**src/rtl/uart_tx_scheduler.sv**
```systemverilog
// Round-robin scheduler sharing one UART transmitter among NUM_REQ byte producers.
// Grants one byte at a time, strobes the transmitter and follows tx_free busy/free.
module uart_tx_scheduler #(
  parameter int unsigned NUM_REQ      = 4,
  parameter int unsigned GID_W        = 2,
  parameter int unsigned BUSY_TIMEOUT = 64
) (
  input  logic                 clk_50m,
  input  logic                 reset_b,
  input  logic                 enable,
  input  logic [NUM_REQ-1:0]   req,
  input  logic [8*NUM_REQ-1:0] req_data,
  output logic [NUM_REQ-1:0]   req_ack,
  input  logic                 tx_free,
  output logic                 tx_start,
  output logic [7:0]           tx_data,
  output logic [GID_W-1:0]     grant_id,
  output logic                 busy,
  output logic                 timeout_err
);

  localparam int unsigned PtrW = (NUM_REQ > 1) ? $clog2(NUM_REQ) : 1;
  localparam int unsigned CntW = (BUSY_TIMEOUT > 2) ? $clog2(BUSY_TIMEOUT) : 1;
  localparam logic [CntW-1:0] CntLast = CntW'(BUSY_TIMEOUT - 1);
  localparam logic [PtrW-1:0] PtrLast = PtrW'(NUM_REQ - 1);

  typedef enum logic [1:0] {
    StIdle,
    StLoad,
    StWaitBusy,
    StWaitFree
  } state_e;

  state_e            state_q, state_d;
  logic [PtrW-1:0]   rr_ptr_q, rr_ptr_d;
  logic [CntW-1:0]   cnt_q, cnt_d;
  logic [7:0]        tx_data_q, tx_data_d;
  logic [GID_W-1:0]  grant_id_q, grant_id_d;

  logic [7:0]        req_bytes [NUM_REQ];
  logic [PtrW-1:0]   winner;
  logic [PtrW-1:0]   scan_idx;
  logic [31:0]       scan_sum;
  logic              found;
  logic              grant;

  for (genvar g = 0; g < NUM_REQ; g++) begin : g_bytes
    assign req_bytes[g] = req_data[8*g +: 8];
  end

  // First set request scanning upward from rr_ptr, wrapping modulo NUM_REQ.
  always_comb begin
    winner   = '0;
    found    = 1'b0;
    scan_idx = '0;
    scan_sum = '0;
    for (int unsigned i = 0; i < NUM_REQ; i++) begin
      scan_sum = 32'(rr_ptr_q) + i;
      if (scan_sum >= NUM_REQ) begin
        scan_sum = scan_sum - NUM_REQ;
      end
      scan_idx = PtrW'(scan_sum);
      if (!found && req[scan_idx]) begin
        found  = 1'b1;
        winner = scan_idx;
      end
    end
  end

  assign grant = (state_q == StIdle) && enable && tx_free && found;

  // Ack is decoded from the idle state, so it is masked while reset is held.
  always_comb begin
    req_ack = '0;
    if (grant && reset_b) begin
      req_ack = NUM_REQ'(1) << winner;
    end
  end

  always_comb begin
    state_d     = state_q;
    rr_ptr_d    = rr_ptr_q;
    cnt_d       = cnt_q;
    tx_data_d   = tx_data_q;
    grant_id_d  = grant_id_q;
    tx_start    = 1'b0;
    timeout_err = 1'b0;
    unique case (state_q)
      StIdle: begin
        if (grant) begin
          tx_data_d  = req_bytes[winner];
          grant_id_d = GID_W'(winner);
          rr_ptr_d   = (winner == PtrLast) ? '0 : winner + 1'b1;
          state_d    = StLoad;
        end
      end
      StLoad: begin
        tx_start = 1'b1;
        cnt_d    = '0;
        state_d  = StWaitBusy;
      end
      StWaitBusy: begin
        if (!tx_free) begin
          state_d = StWaitFree;
        end else if (cnt_q == CntLast) begin
          // Byte is dropped; it was already acked and the pointer stays advanced.
          timeout_err = 1'b1;
          state_d     = StIdle;
        end else begin
          cnt_d = cnt_q + 1'b1;
        end
      end
      StWaitFree: begin
        if (tx_free) begin
          state_d = StIdle;
        end
      end
      default: state_d = StIdle;
    endcase
  end

  always_ff @(posedge clk_50m or negedge reset_b) begin
    if (!reset_b) begin
      state_q    <= StIdle;
      rr_ptr_q   <= '0;
      cnt_q      <= '0;
      tx_data_q  <= '0;
      grant_id_q <= '0;
    end else begin
      state_q    <= state_d;
      rr_ptr_q   <= rr_ptr_d;
      cnt_q      <= cnt_d;
      tx_data_q  <= tx_data_d;
      grant_id_q <= grant_id_d;
    end
  end

  assign tx_data  = tx_data_q;
  assign grant_id = grant_id_q;
  assign busy     = (state_q != StIdle);

endmodule

```
**config.mk**
```make
export PLATFORM = sky130hd
export DESIGN_NAME = uart_tx_scheduler
export DESIGN_NICKNAME = d
export VERILOG_FILES = /design/src/rtl/uart_tx_scheduler.sv
export SDC_FILE = /design/constraint.sdc
export NUM_CORES = 1
export LEC_CHECK = 0
export CORE_UTILIZATION = 44
export DETAILED_ROUTE_END_ITERATION = 16
export PLACE_DENSITY = 0.95
export SLEW_MARGIN = 20
export SYNTH_ARGS = -nofsm -noshare
export SYNTH_HDL_FRONTEND = slang
export SYNTH_SLANG_ARGS = --single-unit
```
**constraint.sdc**
```tcl
create_clock -name clk_50m -period 5.6 [get_ports clk_50m]
set_clock_uncertainty 0.05 [all_clocks]
set_input_delay 1.68 -clock clk_50m [delete_from_list [all_inputs] [get_ports clk_50m]]
set_output_delay 1.68 -clock clk_50m [all_outputs]
set_load 0.02 [all_outputs]
```
==> results of run 1 <==
## logic make-up (layout without fill, tap and decap cells)
family	count (synthesis)	count (layout)	share of synthesized area
compound gates	34	34	0.201
xor+xnor	1	1	0.00695
fa+ha+maj	3	3	0.0298
buf+inv	11	74	0.0487
flops	20	20	0.397
mux	16	16	0.127
simple gates	47	47	0.190
## routing by layer
layer | vias up | routed length, um
met3 | 16 | 110
met4 | 0 | 142
met5 | - | 0
met2 | 41 | 2210
met1 | 675 | 1520
li1 | 622 | -
## through the flow
| stage | instance area, sq um | setup slack [ns] |
|---|---|---|
| after global routing | 1950 | 0.0401 |
| after floorplan | 1260 | 1.00 |
| after detailed placement | 1890 | 0.0407 |
| after CTS | 1940 | 0.0117 |
| after global placement | 1890 | 0.136 |
| final | 1950 | 0.153 |
## worst max-delay path: stages
cell             delay [ns]
clkdlybuf4s50_1        0.48
nand2b_1               0.08
nor3b_1                0.29
a21boi_2               0.24
nand2_1                0.08
nor3_1                 0.21
clkdlybuf4s50_1        0.65
## worst min-delay path by stage
stage          slack, ns   startpoint  cells after the start           to
2_1_floorplan       0.45  rr_ptr_q[1]                      2  rr_ptr_q[1]
3_3_place_gp        0.42  grant_id[1]                      2  grant_id[1]
3_5_place_dp        0.43  grant_id[1]                      2  grant_id[1]
4_1_cts             0.46  grant_id[1]                      2  grant_id[1]
5_1_grt             0.49   tx_data[3]                      2   tx_data[3]
6_report            0.45  grant_id[1]                      2  grant_id[1]
## sequential cells by signal, summed over array words and instances, names as in the netlist
signal / count
grant_id: 2
cnt_q: 6
tx_data: 8
state_q: 2
rr_ptr_q: 2
## layout by cell type, fill, tap and decap left out, types with 2 or more instances in the layout
cell	count
a21oi_1	4
a22oi_1	2
and3_1	2
buf_4	8
clkbuf_4	3
clkdlybuf4s50_1	54
dfrtp_1	20
dlymetal6s2s_1	2
ha_1	3
inv_1	5
mux2i_1	16
nand2_1	21
nor2_1	5
nor2b_1	2
nor3_1	3
nor3b_1	2
nor4_1	2
o211ai_1	2
o21ai_0	6
o221ai_1	9
or3_1	2
## timing repair
| action | in CTS | in global routing |
|---|---|---|
| hold buffers | 0 | 0 |
| gates resized for setup | 0 | 2 |
| endpoints found under the hold margin | 0 | 0 |
| buffers inserted | 0 | 0 |
| setup endpoints to repair | 0 | 2 |
## layout make-up
cell class                 instances  share of cell area
multi-input combinational        101               0.363
timing repair buffer              64               0.322
sequential                        20               0.257
tap                               31              0.0199
clock inverter                     1              0.0154
clock buffer                       3              0.0116
inverter                           6              0.0116
## report_power, final
part           internal (uW)  switching [uW]  leakage (uW)
combinational            189             199      0.000587
sequential               199            59.5      0.000257
clock                   72.5            47.3     0.0000279
total                    461             306      0.000872
==> metrics.md, run 1 <==
| Metric | Value |
|---|---|
| Status | complete, no violations |
| Synth cell count leaders | 21 x nand2_1, 20 x dfrtp_1, 16 x mux2i_1 |
| H-tree depth | 1 |
| Die area | 3080 sq um |
| Crit path DAT | 3.72 ns |
| # rows | 19 |
| Setup tns final | 0 ns |
| Min Hold Slack | ~0.45 ns |
| Area grow syn2layout | 54.4% |
| Period minus WS final | between 5 and 6 ns |
| Fmax | 184 MHz |
| Final Util | 0.712 |
| # fillers | 183 |
| Buffers on Ports | 56 |
| GP Congestion | 0.831 |
| Worst vdd ir | 0.317 mV |
| Ports | 57 |
| M3 GR Usage | 0.0281 |
| Synth area leader | dfrtp_1 |
| Pwr/cell area | between 300 and 400 nW/um^2 |
| Syn_nets | 175 |
| Most used DFF post-synth | dfrtp_1 |
| Hpwl dp | about 3100 um |
| RR Endpoint | tx_data[4] |
| Share of layout cells above drive strength 1 | 0.103 |
| Critical Path RT | 3.87 ns |
| Async S/R FF share, synth | 1.00 |
| Register Area | 500 sq um |
| Crit path kind | primary input to primary output |
| CTS tree | done |
| DRT Pass-1 Iters | 4 |
| Grt met2 use | 0.513 |
| Synth unique cells | 42 |
| Die width | ~56 um |
| Reg-to-reg critical path startpoint | state_q[0] |
| CP endpoint kind | primary output |
| Via count | 1354 |
| Area of the multi-input gates | around 710 sq um |
| Yosys warns | 0 |
| Register area share after synthesis | 0.397 |
| Number of synthesized register bits | 20 |
| Slew @ Worst Pin | roughly 0.37 ns |
| Max-cap violations | 0 |
| Synthesized area | about 1300 sq um |
| TritonCTS Buffers | 3 |
| Overflow after GRT | 0 |
| Core ar. | 2730 sq um |
| Met1 Resource Use GR | 0.304 |
| Post-synth top area share | 0.397 |
| Final number of hold-violating endpoints | 0 |
| Syn_area_per_cell | approximately 9.5 sq um |
| Hold crit path type | register to register |
| Max_slew headroom | 0.751 |
| Crit path capture | req_ack[2] |
| Final setup viols | 0 |
| Vias in the first global route | 1377 |
| Antenna Nets Post-Route | 0 |
| First-pass GRT wire length | ~6500 um |
| Nets | 239 |
| Total global-route track usage | 0.276 |
| Number of placed instances, taps included | 222 |
| Final period utilization | 0.973 |
| Initial DRC count | 60 |
| Cell with the most instances after synthesis | nand2_1 |
| Final Power | 767 uW |
| Leak Pwr | 0.000872 uW |
| Finished Layout Cells | 226 |
| Crit-path max FO | 2 |
| R2R cell count | 6 |
| Largest net degree at the start of global routing | 19 |
| Largest cells by area after synthesis | dfrtp_1 40%, mux2i_1 13%, nand2_1 6.3%, o221ai_1 6.3%, ha_1 3.0% |
| CTS root buf | clkbuf_4 |
| Reg clk slew, reported paths | 0.12 ns |
| Die Y | 55.5 um |
| RSZ-0062 raised after global routing | false |
| Startpoint Class | primary input |
| Reg2reg setup slack | 3.52 ns |
| Worst setup path startpoint | tx_free |
| DR WL/cell | 17.6 um |
| EDFF count, synth | 0 |
| Initial antenna violation count | 0 |
| Sink Count | 20 |
| Vias/cell | 5.99 |
| Clk Latency, worst-skew pair | 0.32 ns |
| Slew Limit Fails | 0 |
| DR DRC count | 0 |
| Initial Util | 0.461 |
| ANT cells | 0 |
| GR peak layer | met2 |
| Routed WL | 3980 um |
| Syn Inst Count | 132 |
| CTS max path bufs | 2 |
(Power assumes the default switching activity.)
==> run 2, diff against run 1 <==
--- a/config.mk
+++ b/config.mk
@@ -5,6 +5,7 @@
 export SDC_FILE = /design/constraint.sdc
 export NUM_CORES = 1
 export LEC_CHECK = 0
+export CORE_MARGIN = 8
 export CORE_UTILIZATION = 44
 export DETAILED_ROUTE_END_ITERATION = 16
 export PLACE_DENSITY = 0.95
==> run 2 against run 1 <==
Net effect: setup slack worse by 0.031 ns; sequential power barely moved; via count decreased by 4.9%; worst hold slack gained 0.0039 ns; utilization is 0.091 points lower; sequential share of layout area about the same; flip-flop and latch count unchanged; clock power hardly changed; first-iteration DRC count is 3.3% lower; routed wire length grew 0.23%.
==> metrics.md, run 2 (synthesis gave the netlist of run 1 again) <==
| Metric | Value |
|---|---|
| Initial DRC count | 58 (-3.3%) |
| Clk Latency, worst-skew pair | 0.30 ns (-0.02 ns) |
| CTS Hold Bufs | 0 (unchanged) |
| Largest net degree at the start of global routing | 20 (+1) |
| Final Power | 763 uW (-0.53%) |
| GP Congestion | 0.916 (+10%) |
| Finished Layout Cells | 225 (-0.44%) |
| Hpwl dp | 3200 um (+4.3%) |
| Leak Pwr | 0.000850 uW (-2.6%) |
| Reg clk slew, reported paths | 0.11 ns (about the same) |
| Setup tns final | 0 ns (unchanged) |
| Initial antenna violation count | 0 (unchanged) |
| Vias/cell | 5.72 (-4.5%) |
| Final setup viols | 0 (unchanged) |
| Critical Path RT | 3.87 ns (about the same) |
| Slew @ Worst Pin | 0.349 ns (-0.0229 ns) |
| Max_slew headroom | 0.767 (+0.0153) |
| Die area | 4830 sq um (+57%) |
| Crit path kind | primary input to primary output |
| Largest register FFs | 8 (unchanged) |
| Min Hold Slack | 0.459 ns (+0.00390 ns) |
| Buffers on Ports | 56 (unchanged) |
| ANT cells | 0 (unchanged) |
| Slew Limit Fails | 0 (unchanged) |
| Total global-route track usage | 0.159 (-0.117) |
| Die width | 69.5 um (+25%) |
| CTS max path bufs | 2 (unchanged) |
| First-pass GRT wire length | 6400 um (-1.6%) |
| Die Y | 69.5 um (+25%) |
| Status | complete, no violations |
| Most frequent cells in the layout | 55 x clkdlybuf4s50_1, 21 x nand2_1, 20 x dfrtp_1 |
| Crit path DAT | 3.75 ns (+0.03 ns) |
| Antenna Nets Post-Route | 0 (unchanged) |
| Share of layout cells above drive strength 1 | 0.0979 (-0.00463) |
| CTS tree | done |
| Nets | 238 (-0.42%) |
| H-tree depth | 1 (unchanged) |
| Area grow syn2layout | 54.2% |
| Core ar. | 2730 sq um (unchanged) |
| CP endpoint kind | primary output |
| Fmax | 183 MHz (-0.56%) |
| Final Util | 0.711 (-0.000915) |
| Crit-path max FO | 5 (+3) |
| Worst vdd ir | 0.277 mV (-13%) |
| Hold crit path type | register to register |
| CTS root buf | clkbuf_4 |
| Max-cap violations | 0 (unchanged) |
| Final period utilization | 0.978 (+0.00548) |
| RSZ-0062 raised after global routing | false |
| Pwr/cell area | 392 nW/um^2 (-0.40%) |
| DR DRC count | 0 (unchanged) |
| Most common cell after layout, fill and taps aside | clkdlybuf4s50_1 |
| Initial Util | 0.461 (unchanged) |
| Number of placed instances, taps included | 221 (-0.45%) |
| # rows | 19 (unchanged) |
| Routed WL | 3990 um (+0.23%) |
| TritonCTS Buffers | 3 (unchanged) |
| Period minus WS final | 5.48 ns (+0.0307 ns) |
| Sink Count | 20 (unchanged) |
| DR WL/cell | 17.7 um (+0.67%) |
| Startpoint Class | primary input |
| Overflow after GRT | 0 (unchanged) |
| Ports | 57 (unchanged) |
| Vias in the first global route | 1344 (-2.4%) |
| Via count | 1287 (-4.9%) |
| Final number of hold-violating endpoints | 0 (unchanged) |
| DRT Pass-1 Iters | 4 (unchanged) |
| # fillers | 187 (+2.2%) |
[run 2: report_power, final]
group | switching (uW) | internal (uW)
Sequential | 59.2 | 199
Clock | 45.6 | 72.3
Combinational | 196 | 190
Total | 301 | 462
[run 2: area by class of cell]
class,instances,area [sq um],area share
Multi-Input combinational cell,101,713,0.367
Timing Repair Buffer,63,616,0.317
Sequential cell,20,500,0.258
Tap cell,31,38.8,0.0200
Clock inverter,1,30.0,0.0155
Clock buffer,3,22.5,0.0116
Inverter,6,22.5,0.0116
[run 2: per-stage QoR]
step	worst slack [ns]	area, sq um
final	0.122	1940
after global placement	0.133	1880
after floorplan	1.00	1260
after CTS	0.0440	1930
after global routing	0.00602	1940
after detailed placement	0.0464	1880
[run 2: routing by layer]
| layer | wire (um) | vias to the layer above | track usage |
|---|---|---|---|
| met3 | 247 | 7 | 0.0343 |
| met2 | 2190 | 48 | 0.313 |
| li1 | - | 614 | - |
| met4 | 68 | 0 | 0.0638 |
| met5 | 0 | - | 0 |
| met1 | 1480 | 618 | 0.152 |
[run 2: worst paths after layout]
| check | cells after the start | end | start | slack (ns) |
|---|---|---|---|---|
| max | 7 | req_ack[3] | req[1] | 0.12 |
| min | 2 | tx_data[3] | tx_data[3] | 0.46 |
| max reg2reg | 6 | tx_data[7] | state_q[0] | 3.55 |
| min reg2reg | 2 | tx_data[3] | tx_data[3] | 0.46 |
| max in group asynchronous | 2 | grant_id[1] | reset_b | 3.48 |
| min in group asynchronous | 1 | rr_ptr_q[0] | reset_b | 1.52 |
[run 2: worst max-delay path, cell delays in order]
cell	delay (ns)
clkdlybuf4s50_1	0.51
inv_1	0.05
a211o_1	0.32
a21oi_4	0.21
ha_1	0.20
and3_1	0.17
clkdlybuf4s50_1	0.60
[run 2: repair_timing]
| item | CTS | global route |
|---|---|---|
| gates resized for setup | 0 | 2 |
| endpoints found under the setup margin | 0 | 2 |
| buffers inserted | 0 | 0 |
==> run 3, diff against run 2 <==
--- a/config.mk
+++ b/config.mk
@@ -6,9 +6,9 @@
 export NUM_CORES = 1
 export LEC_CHECK = 0
 export CORE_MARGIN = 8
-export CORE_UTILIZATION = 44
+export CORE_UTILIZATION = 41
 export DETAILED_ROUTE_END_ITERATION = 16
-export PLACE_DENSITY = 0.95
+export PLACE_DENSITY = 0.91
 export SLEW_MARGIN = 20
 export SYNTH_ARGS = -nofsm -noshare
 export SYNTH_HDL_FRONTEND = slang
==> constraint.sdc (replaced) <==
create_clock -name clk_50m -period 5.85 [get_ports clk_50m]
set_clock_uncertainty 0.05 [all_clocks]
set_input_delay 1.755 -clock clk_50m [delete_from_list [all_inputs] [get_ports clk_50m]]
set_output_delay 1.755 -clock clk_50m [all_outputs]
set_load 0.02 [all_outputs]
==> run 3 against run 2 <==
Net effect: setup slack better by 0.040 ns; final area is 1.2% lower; routed wire length is 2.3% lower; clock-buffer cell count is 1 higher; sequential share of layout area is 0.32 points higher; global-route usage is 1.0 points lower; combinational power is 5% lower; die area is 5.6% higher; critical endpoint is now req_ack[0]; non-clock buffer count is 1 lower; first-iteration DRC count is 48% lower; register-to-register slack better by 0.27 ns.
==> metrics.md, run 3 (synthesis gave the netlist of run 1 again) <==
| Metric | Value |
|---|---|
| CTS max path bufs | 2 (unchanged) |
| Area grow syn2layout | 52.3% |
| Worst vdd ir | 0.189 mV (-32%) |
| Period minus WS final | 5.69 ns |
| Initial antenna violation count | 0 (unchanged) |
| Clk Latency, worst-skew pair | 0.30 ns (about the same) |
| Most common cell after layout, fill and taps aside | clkdlybuf4s50_1 |
| RR Endpoint | tx_data[6] |
| Slew @ Worst Pin | 0.338 ns (-0.0112 ns) |
| Hold crit path type | register to register |
| DR DRC count | 0 (unchanged) |
| Reg-to-reg critical path startpoint | state_q[0] |
| Hold Startpoint | grant_id[1] |
| Crit path kind | primary input to primary output |
| Fmax | about 180 MHz |
| Critical Path RT | 4.05 ns (+0.18 ns) |
| Overflow after GRT | 0 (unchanged) |
| Leak Pwr | 0.000875 uW (+2.9%) |
| Final setup viols | 0 (unchanged) |
| Vias/cell | 5.72 (about the same) |
| Most frequent cells in the layout | 53 x clkdlybuf4s50_1, 21 x nand2_1, 20 x dfrtp_1 |
| Crit-path max FO | 4 (-1) |
| Nets | 237 (-0.42%) |
| Core ar. | 2980 sq um (+8.9%) |
| Routed WL | 3900 um (-2.3%) |
| Startpoint Class | primary input |
| Initial DRC count | 30 (-48%) |
| Place WS | 0.0371 ns (-0.00927 ns) |
| Status | complete, no violations |
| Die area | 5100 sq um (+5.6%) |
| ANT cells | 0 (unchanged) |
| Final number of hold-violating endpoints | 0 (unchanged) |
| Reg2reg setup slack | 3.82 ns (+0.27 ns) |
| Largest register FFs | 8 (unchanged) |
| First-pass GRT wire length | 6180 um (-3.5%) |
| CTS tree | done |
| Share of layout cells above drive strength 1 | 0.0933 (-0.00467) |
| Final Power | 696 uW (-8.8%) |
| Post-CTS setup buffers | 0 (unchanged) |
| DR WL/cell | 17.2 um (-2.7%) |
| Worst hold path depth | 2 (unchanged) |
| # rows | 20 (+1) |
| Final period utilization | 0.972 |
| Die Y | 71.4 um (+2.8%) |
| R2R cell count | 6 (unchanged) |
| Total global-route track usage | 0.148 (-0.0101) |
| Post-cts sizing count | 0 (unchanged) |
| Antenna Nets Post-Route | 0 (unchanged) |
| CTS root buf | clkbuf_4 |
| Initial Util | 0.423 (-0.0378) |
| CTS Hold Bufs | 0 (unchanged) |
| CP endpoint kind | primary output |
| H-tree depth | 1 (unchanged) |
| DRT Pass-1 Iters | 4 (unchanged) |
| TritonCTS Buffers | 3 (unchanged) |
| Hpwl dp | 3130 um (-2.2%) |
| Buffers on Ports | 56 (unchanged) |
| Min-Delay Endpoint | grant_id[1] |
| RSZ-0062 raised after global routing | false |
| Max-cap violations | 0 (unchanged) |
| Reg clk slew, reported paths | 0.11 ns (about the same) |
| GP Congestion | 0.887 (-3.1%) |
| Setup tns final | 0 ns (unchanged) |
| Max_slew headroom | 0.774 (+0.00750) |
| Slew Limit Fails | 0 (unchanged) |
| Via count | 1292 (+0.39%) |
| Crit path DAT | 3.88 ns (+0.13 ns) |
| Vias in the first global route | 1293 (-3.8%) |
| Die width | 71.4 um (+2.8%) |
| Largest net degree at the start of global routing | 17 (-15%) |
| Setup WS post-layout | 0.162 ns (+0.0397 ns) |
| Ports | 57 (unchanged) |
| Sink Count | 20 (unchanged) |
| Pwr/cell area | 363 nW/um^2 (-7.6%) |
[run 3: cell types whose count changed in the layout (fill, tap and decap cells not counted)]
cell,change
a21oi_2,+1
a21oi_4,-1
buf_4,-1
bufinv_16,-1
clkbuf_8,+1
clkdlybuf4s50_1,-2
dlymetal6s2s_1,+2
[run 3: power breakdown]
part	total, uW	internal (uW)	switching, uW
logic	368	184	184
clock network	81.6	38.0	43.6
registers	246	190	55.9
total	696	412	284
[run 3: how the worst max path moves through the flow]
stage,to,from,depth (start not counted)
after floorplan,req_ack[3],req[0],6
after global placement,req_ack[1],req[0],8
after detailed placement,req_ack[1],req[0],8
after CTS,req_ack[1],req[0],8
after global routing,req_ack[0],tx_free,7
final,req_ack[0],tx_free,7
[run 3: through the flow]
stage | hold slack, ns | area [sq um] | std cells | util
4_1_cts | 0.455 | 1910 | 226 | 0.642
2_1_floorplan | 0.451 | 1260 | 132 | -
5_1_grt | 0.473 | 1920 | 226 | 0.645
3_5_place_dp | 0.423 | 1880 | 222 | 0.630
6_report | 0.448 | 1920 | 226 | 0.645
3_3_place_gp | 0.412 | 1880 | 222 | 0.630
[run 3: final cells by class]
| type | count | area, sq um |
|---|---|---|
| Clock buffer | 4 | 36.3 |
| Multi-Input combinational cell | 101 | 706 |
| Sequential cell | 20 | 500 |
| Inverter | 6 | 22.5 |
| Fill cell | 235 | 1060 |
| Tap cell | 33 | 41.3 |
| Timing Repair Buffer | 62 | 613 |
[run 3: routing by layer]
| layer | vias to the layer above | share of wire | track usage |
|---|---|---|---|
| li1 | 613 | - | - |
| met1 | 627 | 0.39 | 0.157 |
| met2 | 43 | 0.52 | 0.266 |
| met3 | 9 | 0.064 | 0.0363 |
| met4 | 0 | 0.030 | 0.0739 |
| met5 | - | 0 | 0 |
[run 3: worst max-delay path, stage by stage]
cell	delay, ns
clkdlybuf4s50_1	0.53
nand2b_1	0.11
nor3b_1	0.30
a21boi_2	0.24
nand2_1	0.09
nor3_1	0.19
clkdlybuf4s50_1	0.67
